<file path="config.mk">
export PLATFORM = sky130hd
export DESIGN_NAME = tdm_demux64
export DESIGN_NICKNAME = d
export VERILOG_FILES = /design/src/rtl/tdm_demux64.sv
export SDC_FILE = /design/constraint.sdc
export NUM_CORES = 1
export LEC_CHECK = 0
export CAP_MARGIN = 20
export CORE_MARGIN = 2
export CORE_UTILIZATION = 35
export DETAILED_ROUTE_END_ITERATION = 8
export DONT_BUFFER_PORTS = 1
export HOLD_SLACK_MARGIN = 0.06
export SLEW_MARGIN = 20
export SYNTH_ARGS = -nofsm -noshare
export SYNTH_HDL_FRONTEND = slang
export SYNTH_SLANG_ARGS = --single-unit
</file>
<file path="constraint.sdc">
create_clock -name clk -period 2.1 [get_ports clk]
set_input_delay 0.42 -clock clk [delete_from_list [all_inputs] [get_ports clk]]
set_output_delay 0.42 -clock clk [all_outputs]
set_load 0.005 [all_outputs]
</file>
<file path="src/rtl/tdm_demux64.sv">
// tdm_demux64: registered 1-to-N time-division demultiplexer.
// Walks the select lines of an upstream N:1 mux and samples its serial
// output on every accepted beat (din_valid = 1). The sampled bits are
// rebuilt in a shadow register and, once the last channel is taken, the
// whole word is presented on frame with a valid/ack handshake.
//
// Ports:
//   clk, rst_n   clock and asynchronous active-low reset
//   start        begin a scan (honoured in IDLE, or in HOLD with frame_ack)
//   din          serial bit from the upstream mux
//   din_valid    din is valid for channel sel_out this cycle
//   sel_out      channel select driven to the upstream mux
//   busy         scan in progress
//   frame        last completed frame, bit k = sample taken at sel_out == k
//   frame_valid  frame holds new, unacknowledged data
//   frame_ack    consumer accepts frame (effective only while frame_valid)
//   parity_err   parity check result (only with TDM_DEMUX_PARITY_EN)
//
// Optional feature macro: TDM_DEMUX_PARITY_EN adds a trailing even-parity
// beat after channel N-1, a PARITY state and the parity_err output.
module tdm_demux64 #(
  parameter int unsigned N     = 64,
  parameter int unsigned SEL_W = 6
) (
  input  logic             clk,
  input  logic             rst_n,
  input  logic             start,
  input  logic             din,
  input  logic             din_valid,
  output logic [SEL_W-1:0] sel_out,
  output logic             busy,
  output logic [N-1:0]     frame,
  output logic             frame_valid,
`ifdef TDM_DEMUX_PARITY_EN
  output logic             parity_err,
`endif
  input  logic             frame_ack
);

  localparam logic [SEL_W-1:0] LAST_SEL = SEL_W'(N - 1);

  typedef enum logic [1:0] {
    IDLE   = 2'd0,
    SCAN   = 2'd1,
    HOLD   = 2'd2,
    PARITY = 2'd3
  } state_t;

  state_t         state;
  logic [N-1:0]   shadow;
  logic [N-1:0]   shadow_nxt;

  // Shadow word with the current sample merged in; lets the completing
  // beat write frame including its own bit in the same edge.
  always_comb begin
    shadow_nxt          = shadow;
    shadow_nxt[sel_out] = din;
  end

  // Control FSM; every output is a register updated here.
  always_ff @(posedge clk or negedge rst_n) begin
    if (!rst_n) begin
      state       <= IDLE;
      sel_out     <= '0;
      busy        <= 1'b0;
      frame       <= '0;
      frame_valid <= 1'b0;
      shadow      <= '0;
`ifdef TDM_DEMUX_PARITY_EN
      parity_err  <= 1'b0;
`endif
    end else begin
      case (state)
        IDLE: begin
          sel_out <= '0;
          if (start) begin
            state <= SCAN;
            busy  <= 1'b1;
          end
        end

        SCAN: begin
          // din_valid = 0 is a stall: select and shadow hold, no timeout.
          if (din_valid) begin
            shadow <= shadow_nxt;
            if (sel_out == LAST_SEL) begin
`ifdef TDM_DEMUX_PARITY_EN
              // Select stays at N-1 while the parity beat is awaited.
              state <= PARITY;
`else
              state       <= HOLD;
              frame       <= shadow_nxt;
              frame_valid <= 1'b1;
              busy        <= 1'b0;
              sel_out     <= '0;
`endif
            end else begin
              sel_out <= sel_out + SEL_W'(1);
            end
          end
        end

`ifdef TDM_DEMUX_PARITY_EN
        PARITY: begin
          // Even parity: data bits XOR parity bit must be zero.
          if (din_valid) begin
            state       <= HOLD;
            frame       <= shadow;
            frame_valid <= 1'b1;
            parity_err  <= (^shadow) ^ din;
            busy        <= 1'b0;
            sel_out     <= '0;
          end
        end
`endif

        HOLD: begin
          // Frame is protected until acknowledged; start alone is ignored.
          if (frame_ack) begin
            frame_valid <= 1'b0;
`ifdef TDM_DEMUX_PARITY_EN
            parity_err  <= 1'b0;
`endif
            if (start) begin
              state <= SCAN;
              busy  <= 1'b1;
            end else begin
              state <= IDLE;
            end
          end
        end

        default: begin
          state   <= IDLE;
          busy    <= 1'b0;
          sel_out <= '0;
        end
      endcase
    end
  end

endmodule

</file>
After elaboration in Yosys (flattened, before gate mapping)
Index checks and enable logic that the tools add are counted.
- output and inout port bits: 72
- bits in latches: 0
- word-level logic and storage cells: 47
- memories: 0
- ROM bits: 0
- RAM bits: 0
- input bits: 6
- register bits: 138
- reductions and logical operators: 9
- shift operators: 0
- bitwise logic cells: 1
- multipliers: 0
- magnitude comparators: 2
- $add $sub $neg: 1
- muxes and demuxes: 21
- equal/unequal tests: 7
- divide/modulo/power cells: 0
- operators by type and width (cell ; number):
    $bwmux 64 ; 1
    $mux 6 ; 2
    $pmux 6 s2 ; 1
    $mux 1 ; 9
    $mux 2 ; 4
    $ne 2x2->1 const B ; 4
    $reduce_and 4->1 ; 2
    $lt 6x7->1 const B ; 1
    $add 6x1->6 const B ; 1
    $demux 1 s6 ; 1
    $eq 6x6->1 const B ; 1
    $ge 6x1->1 const B ; 1
    $pmux 2 s3 ; 1
    $reduce_and 3->1 ; 2
    $reduce_and 2->1 ; 2
    $pmux 1 s3 ; 1
    $eq 2x1->1 const B ; 1
    $eq 2x2->1 const B ; 1
    $logic_not 2->1 ; 1
    $pmux 1 s2 ; 1
    $reduce_bool 2->1 ; 1
    $logic_and 1x1->1 ; 1
    $not 1->1 ; 1

Logic depth before layout (Yosys ltp)
Gate-level depths: netlist of run 1.
- depth in word-level cells: 5
- gate-level depth with buffers: 6
- gate-level depth less buffers: 4

Least setup slack after synthesis of run 1
Ideal clock, no wire load.
- kind: register to register
- start: register sel_out[1]
- end: register shadow[57]
- cell stages (with the launch flop): 6
- path buffers: 2
- data required time: 1.972 ns
- slack: 0.353 ns
- clock period less this slack: 1.747 ns
- library setup time: 0.128 ns
- data arrival time: 1.619 ns
- path through: dfrtp_1 buf_2 buf_2 nor3b_2 nor3b_1 mux2_1
- longest elaborated chain between the ends: 5
- elaborated cells on any way between the ends: 6
- classes of those cells: order compare: 2; mux: 3; reduce/logical: 1
- RTL lines (element ; line ; RTL):
    from (decl) ; 30 ; output logic [SEL_W-1:0] sel_out,
    from (signal assigned) ; 98 ; sel_out <= sel_out + SEL_W'(1);
    $lt 6x7->1 (not written as such) / $ge 6x1->1 (equally long branches) ; 57 ; shadow_nxt[sel_out] = din;
    $logic_and 1x1->1 (not written as such) ; 57 ;
    $mux 1 (not written as such) ; 57 ;
    $demux 1 s6 (*) ; 57 ;
    $bwmux 64 (*) ; 57 ;
    to (signal assigned) ; 85 ; shadow <= shadow_nxt;
    to (decl) ; 50 ; logic [N-1:0] shadow;
Every way passes the cells marked *; elsewhere a longest branch is shown, timed or not.
A chain may end at the register's enable or synchronous reset.

Final worst setup path of run 1
- start: register sel_out[2]
- end: register frame[60]
- longest elaborated chain between the ends: 5
- elaborated cells on any way between the ends: 8
- classes of those cells: order compare: 2; eq/ne: 1; mux: 3; reduce/logical: 2
- RTL lines (element ; line ; RTL):
    $lt 6x7->1 (not written as such) / $ge 6x1->1 (equally long branches) ; 57 ;
    $logic_and 1x1->1 (not written as such) ; 57 ;
    $mux 1 (not written as such) ; 57 ;
    $demux 1 s6 ; 57 ;
    $bwmux 64 ; 57 ;
    to (signal assigned) ; 92 ; frame <= shadow_nxt;
    to (decl) ; 32 ; output logic [N-1:0] frame,
Parallel ways exist; a longest one is shown, timed or not.

==> impl_results.md, run 1 <==
- GRT Resource Usage Total: around a fifth
- # fillers: 1696
- Endpoints failing hold: about 140
- Die Area: slightly below 20000 um^2
- Total gr overflow: 0
- Root Driver: clkbuf_16
- Floorplan core area: 18000 um^2
- Unrepaired setup endpoints after global routing: false
- Max Transition Viols Final: 0
- Final setup vio count: 0
- Clk_lat worst skew: 0.43 ns
- # IOs: 78
- PostCTS Resize Cnt: 0
- Min Tclk post-route: 1.97 ns
- Vias: around 4.9k
- Post-Syn Area: ~6400 um^2
- Port Buf Inserts: 0
- Skew final: 0.00843 ns
- Initial Utilization: between 30% and 40%
- Inst Count DP: between 800 and 900
- Reg area: between 3000 and 4000 um^2
- Critical path peak fanout: 24
- Main synth FF type: dfrtp_1
- Crit Path Category: reg2reg
- Hold WC Path Type: in2async
- First-pass GRT wire length: between 20000 and 30000 um
- Clk sinks: between 100 and 150
- Syn Nets: between 600 and 700
- Chip height: ~140 um
- DRC marker count from the first detailed-route iteration: ~340
- Row count: 49
- CTS tree: built
- Final worst path period share: a little over nine tenths
- Via-to-Cell Ratio: about 5.8
- Failing checks: negative hold slack
- Share of cells above drive strength 1: approximately 17%
- Worst EP arrival: between 2 and 2.5 ns
- Tightest Pin Transition: 0.524 ns
- Post-layout net count: slightly above 600
- Die X-Extent: 139 um
- Reg2reg setup slack: about 0.13 ns
- Synthesis-to-finish area growth: 15.5%
- Upper clock frequency limit: around 0.51 GHz
- Relative slew margins: 64.9%
- DR pass1 iterations: 7
- Finished Layout Cells: 847
- Wire length per cell: roughly 21 um
- Synth unique cells: 46
- Placed inst area: slightly below 7000 um^2
- Endpoint class of the critical path: register
- Post-synth EDFFs: 0
- Initial antenna violation count: 0
- Async set-or-reset flop fraction in the synthesized netlist: 100%
- Multi-input logic area: roughly 2700 um^2
- Max clock buf depth: 2
- Cell area after layout: 7410 um^2
- Status: finished, violations left
- HPWL Detailed: about 12000 um
- Power per cell area: ~1100 nW/um^2
- Post-Syn Instances: slightly above 600
- Maximum vdd ir drop: about 0.75 mV
- Number of global-route vias before repair: 4971
- Seq cells post-synth: around 140
- Max cap viols: 0
- Critical path launch point type: register
- RD Place Congestion: between 0.9 and 1
- Synth top area share: between 50% and 60%
- Seq/Total Area, Yosys: 53.8%
- TritonCTS buffer count: 17
- Hold_ws: -0.305 ns
- Avg Cell Area, Syn: approximately 11 um^2
- Synth warnings: 0
- Dominant cell type by area after synthesis: dfrtp_1
- H-Tree Depth: 4
- Remaining DRCs: 0
- Clock Pin Slew Worst Setup and Hold Paths: around 0.060 ns
- Setup TNS: 0 ns
- Post-CTS Setup Bufs: 0
- Ant diodes: 0
- DRT antenna net count: 0
- Req. time, crit path: approximately 2.4 ns
- Synth area leaders: dfrtp_1, o21ai_0, mux2_1
- Drt total wl: about 18000 um
- Leakage: around 0.0031 uW
- Largest net degree at the start of global routing: 139
[synth_stat cells (7+ instances only)]
library cell,number
a21oi_1,7
buf_2,20
clkbuf_1,34
dfrtp_1,138
mux2_1,39
mux2_2,25
nand2_1,7
nand3_1,34
nor3_1,21
o21ai_0,153
o21ai_1,39
[metal layers]
metal	up-vias	share of wire, %	global-route usage, %
met5	-	0	0
met4	0	1.7	5.64
met3	25	8.9	7.16
met2	184	45	28.6
met1	2485	44	24.9
li1	2241	-	-
[worst paths after layout]
check                      cells after the start                    from                endpoint
max reg2reg                                    5  sel_out[2]$_DFFE_PN0P_   frame[60]$_DFFE_PN0P_
min reg2reg                                    1  shadow[62]$_DFFE_PN0P_  shadow[62]$_DFFE_PN0P_
min                                            0                   rst_n   frame[63]$_DFFE_PN0P_
min in group clk                               1               frame_ack    state[1]$_DFFE_PN0P_
max                                            5  sel_out[2]$_DFFE_PN0P_   frame[60]$_DFFE_PN0P_
max in group asynchronous                      0                   rst_n   frame[17]$_DFFE_PN0P_
[cell families after synthesis]
kind of cell,Yosys count,synth area share [%]
and+or+nand+nor,131,13.6
DFF,138,53.8
buffers and inverters,59,3.90
muxes,65,11.4
AOI/OAI and AO/OA,212,17.0
adders and majority gates,1,0.195
xor gates and xnor gates,1,0.137
[worst max-delay path, cell delays in order (launching register included)]
cell	delay (ns)
dfrtp_1	0.59
buf_4	0.28
nand4_1	0.18
buf_4	0.27
nor2_1	0.34
a31oi_1	0.16
[area by class of cell]
cell class | count | area share (%)
clock inverters | 10 | 2.19
clock buffers | 22 | 6.67
multi-input cells | 410 | 36.6
repair buffers | 36 | 3.98
inverters | 2 | 0.101
flip-flops and latches | 138 | 46.6
well taps | 229 | 3.86
[where the power goes]
group | switching [uW] | total, uW | internal, uW
combinational | 1210 | 1900 | 693
sequential | 207 | 3140 | 2940
clock | 1140 | 3290 | 2140
[registers in the layout (all words and copies together) (netlist names)]
signal,cells
state,2
sel_out,6
frame_valid,1
frame,64
shadow,64
busy,1
[per-stage QoR]
step	setup WS (ns)	total power (uW)	utilization [%]	hold slack [ns]
after floorplan	0.353	4350	-	0.124
after global placement	0.266	5010	37.6	0.129
after detailed placement	0.156	5070	37.6	0.131
after CTS	0.149	8370	41.3	-0.324
after global routing	0.0129	8690	41.3	-0.329
final	0.133	8330	41.3	-0.305
[cell usage in the layout, fill, tap and decap left out, types with 2 or more instances in the layout]
cell	count
a21oi_1	7
a31oi_1	5
and3b_1	4
buf_12	2
buf_4	34
bufinv_16	4
clkbuf_16	17
clkbuf_8	5
clkinv_2	2
clkinv_4	2
clkinvlp_4	2
dfrtp_1	138
inv_1	2
mux2_1	39
mux2_2	25
nand2_1	7
nand2b_1	2
nand3_1	34
nand3b_1	4
nand3b_2	2
nand4_1	6
nand4b_1	6
nand4bb_1	6
nor2_1	3
nor2b_1	3
nor3_1	21
nor3_2	2
nor3b_1	5
nor3b_2	5
nor4_1	3
o211ai_1	2
o21ai_0	153
o21ai_1	39
o41ai_1	2
or3_1	4
or3b_1	2
or4_1	3
or4b_1	4
Note: power is estimated with default switching activity, not from simulation.
==> run 2: changes to the inputs <==
==> constraint.sdc (replaced) <==
create_clock -name clk -period 2.1 [get_ports clk]
set_input_delay 0.42 -clock clk [delete_from_list [all_inputs] [get_ports clk]]
set_output_delay 0.42 -clock clk [all_outputs]
set_load 0.1 [all_outputs]
==> impl_results.md, run 2 (same netlist as run 1, synthesis figures left out) <==
- Status: finished, violations left
- Failing checks: negative hold slack
- Hold WC Path Type: in2async
- Hold_ws: -0.306 ns
- Util after Layout: 43.5%
- Final worst slack: approximately 0.10 ns
- Initial Utilization: approximately 36%
- DR pass1 iterations: 5
- Most frequent cells in the layout: o21ai_0, dfrtp_1, buf_4
- TritonCTS buffer count: 17
- Met1 Use GR: 25.5%
- Number of global-route vias before repair: roughly 5.2k
- Reg area: around 3500 um^2
- Chip height: 139 um
- FF-to-FF Start: sel_out[4]$_DFFE_PN0P_
- Hold buffers post-CTS: 1
- Drt total wl: between 15000 and 20000 um
- Maximum vdd ir drop: about 0.74 mV
- Endpoints failing hold: about 140
- Root Driver: clkbuf_16
- CTS tree: built
- Crit Path Category: reg2reg
- Synthesis-to-finish area growth: 21.9%
- Placed inst area: between 7000 and 8000 um^2
- Grt met2 use: between 20% and 30%
- Ant diodes: 0
- Setup TNS: 0 ns
- Clk_lat worst skew: around 0.43 ns
- Leakage: about 0.0034 uW
- Req. time, crit path: ~2.4 ns
- Die Area: 19400 um^2
- Wire length per cell: between 15 and 20 um
- Max clock buf depth: 2
- H-Tree Depth: 4
- Critical path peak fanout: 24
- Floorplan core area: between 15000 and 20000 um^2
- Upper clock frequency limit: between 0.5 and 0.6 GHz
- Cell area after layout: slightly below 8000 um^2
- Vias: between 5k and 6k
- Initial antenna violation count: 0
- Max Transition Viols Final: 0
- Tightest Pin Transition: 0.955 ns
- Unrepaired setup endpoints after global routing: false
- Clock Pin Slew Worst Setup and Hold Paths: around 0.06 ns
- Multi-input logic area: around 2700 um^2
- Critical path origin: sel_out[4]$_DFFE_PN0P_
- Total gr overflow: 0
- Largest registers: frame (64), shadow (64), sel_out (6)
- Reg2reg setup slack: ~0.10 ns
- Row count: slightly below 50
- CP endpoint: shadow[22]$_DFFE_PN0P_
- Worst r2r path cells: 4
- Port Buf Inserts: 0
- Critical path launch point type: register
- Share of cells above drive strength 1: ~25%
- Relative slew margins: between 30% and 40%
- Power per cell area: roughly 1100 nW/um^2
- Worst r2r dst: shadow[22]$_DFFE_PN0P_
- Most Used Layer, Global Route: met2
- GRT Resource Usage Total: 18.6%
- First-pass GRT wire length: roughly 29000 um
- Dpl ws: between 0.05 and 0.06 ns
- RD Place Congestion: slightly below 0.9
- Largest net degree at the start of global routing: ~140
- HPWL Detailed: between 10000 and 15000 um
- Worst EP arrival: between 2 and 2.5 ns
- Clk sinks: 138
- Final setup vio count: 0
- Most common cell after layout, fill and taps aside: o21ai_0
- Post-CTS Setup Bufs: 0
- DRC marker count from the first detailed-route iteration: about 440
- Max cap viols: 0
- # IOs: 78
- Die X-Extent: about 140 um
- Endpoint class of the critical path: register
- Via-to-Cell Ratio: 5.65
- Post-layout net count: 674
- Inst Count DP: around 880
- M3 GR Usage: under 10%
- Final worst path period share: between 90 and 100%
- DRT antenna net count: 0
- Skew final: between 0.008 and 0.009 ns
- Min Tclk post-route: 2.00 ns
- Finished Layout Cells: 909
- Remaining DRCs: 0
- # fillers: roughly 1.7k
-- run 2: cell count changes in the layout (fill, tap and decap cells not counted) --
cell / change
dfrtp_2: +6
buf_4: +61
clkinv_2: +1
dfrtp_1: -6
clkbuf_8: -1
nor2_1: -1
bufinv_16: -2
dlygate4sd3_1: +1
nor2_2: +1
clkinv_4: -2
clkbuf_1: +4
-- run 2: area by class of cell --
class,count,share of cell area [%]
flip-flops and latches,138,44.3
multi-input cells,410,34.7
repair buffers,98,9.76
clock buffers,25,6.34
well taps,229,3.66
clock inverters,7,1.15
inverters,2,0.0960
-- run 2: how the worst min path moves through the flow --
stage / from / end / slack (ns) / depth (start not counted)
after floorplan: rst_n / busy$_DFFE_PN0P_ / 0.12 / 0
after global placement: rst_n / frame[15]$_DFFE_PN0P_ / 0.13 / 0
after detailed placement: rst_n / shadow[62]$_DFFE_PN0P_ / 0.13 / 0
after CTS: rst_n / frame[62]$_DFFE_PN0P_ / -0.32 / 0
after global routing: rst_n / shadow[62]$_DFFE_PN0P_ / -0.32 / 0
final: rst_n / shadow[62]$_DFFE_PN0P_ / -0.31 / 0
-- run 2: power by group --
group	total [uW]	switching, uW	internal [uW]
Combinational	2110	1420	692
Clock	2960	1090	1870
Sequential	3260	317	2940
Total	8330	2830	5500
-- run 2: through the flow --
step | power, uW | hold WS [ns]
3_3_place_gp | 5330 | 0.133
3_5_place_dp | 5380 | 0.130
2_1_floorplan | 4680 | 0.124
4_1_cts | 8340 | -0.324
5_1_grt | 8680 | -0.324
6_report | 8330 | -0.306
-- run 2: repair_timing --
action	4_1_cts	5_1_grt
setup endpoints to repair	0	5
hold endpoints to repair	140	138
gates resized for setup	0	1
-- run 2: critical path, stage by stage (launching register included) --
cell and delay (ns):
dfrtp_2 0.49, buf_4 0.30, or3b_1 0.42, nor3_1 0.29
mux2_2 0.38
-- run 2: routing by layer --
| layer | part of all wire [%] | up-vias |
|---|---|---|
| met5 | 0 | - |
| met1 | 45 | 2574 |
| met2 | 45 | 167 |
| li1 | - | 2369 |
| met4 | 1.9 | 0 |
| met3 | 7.3 | 29 |
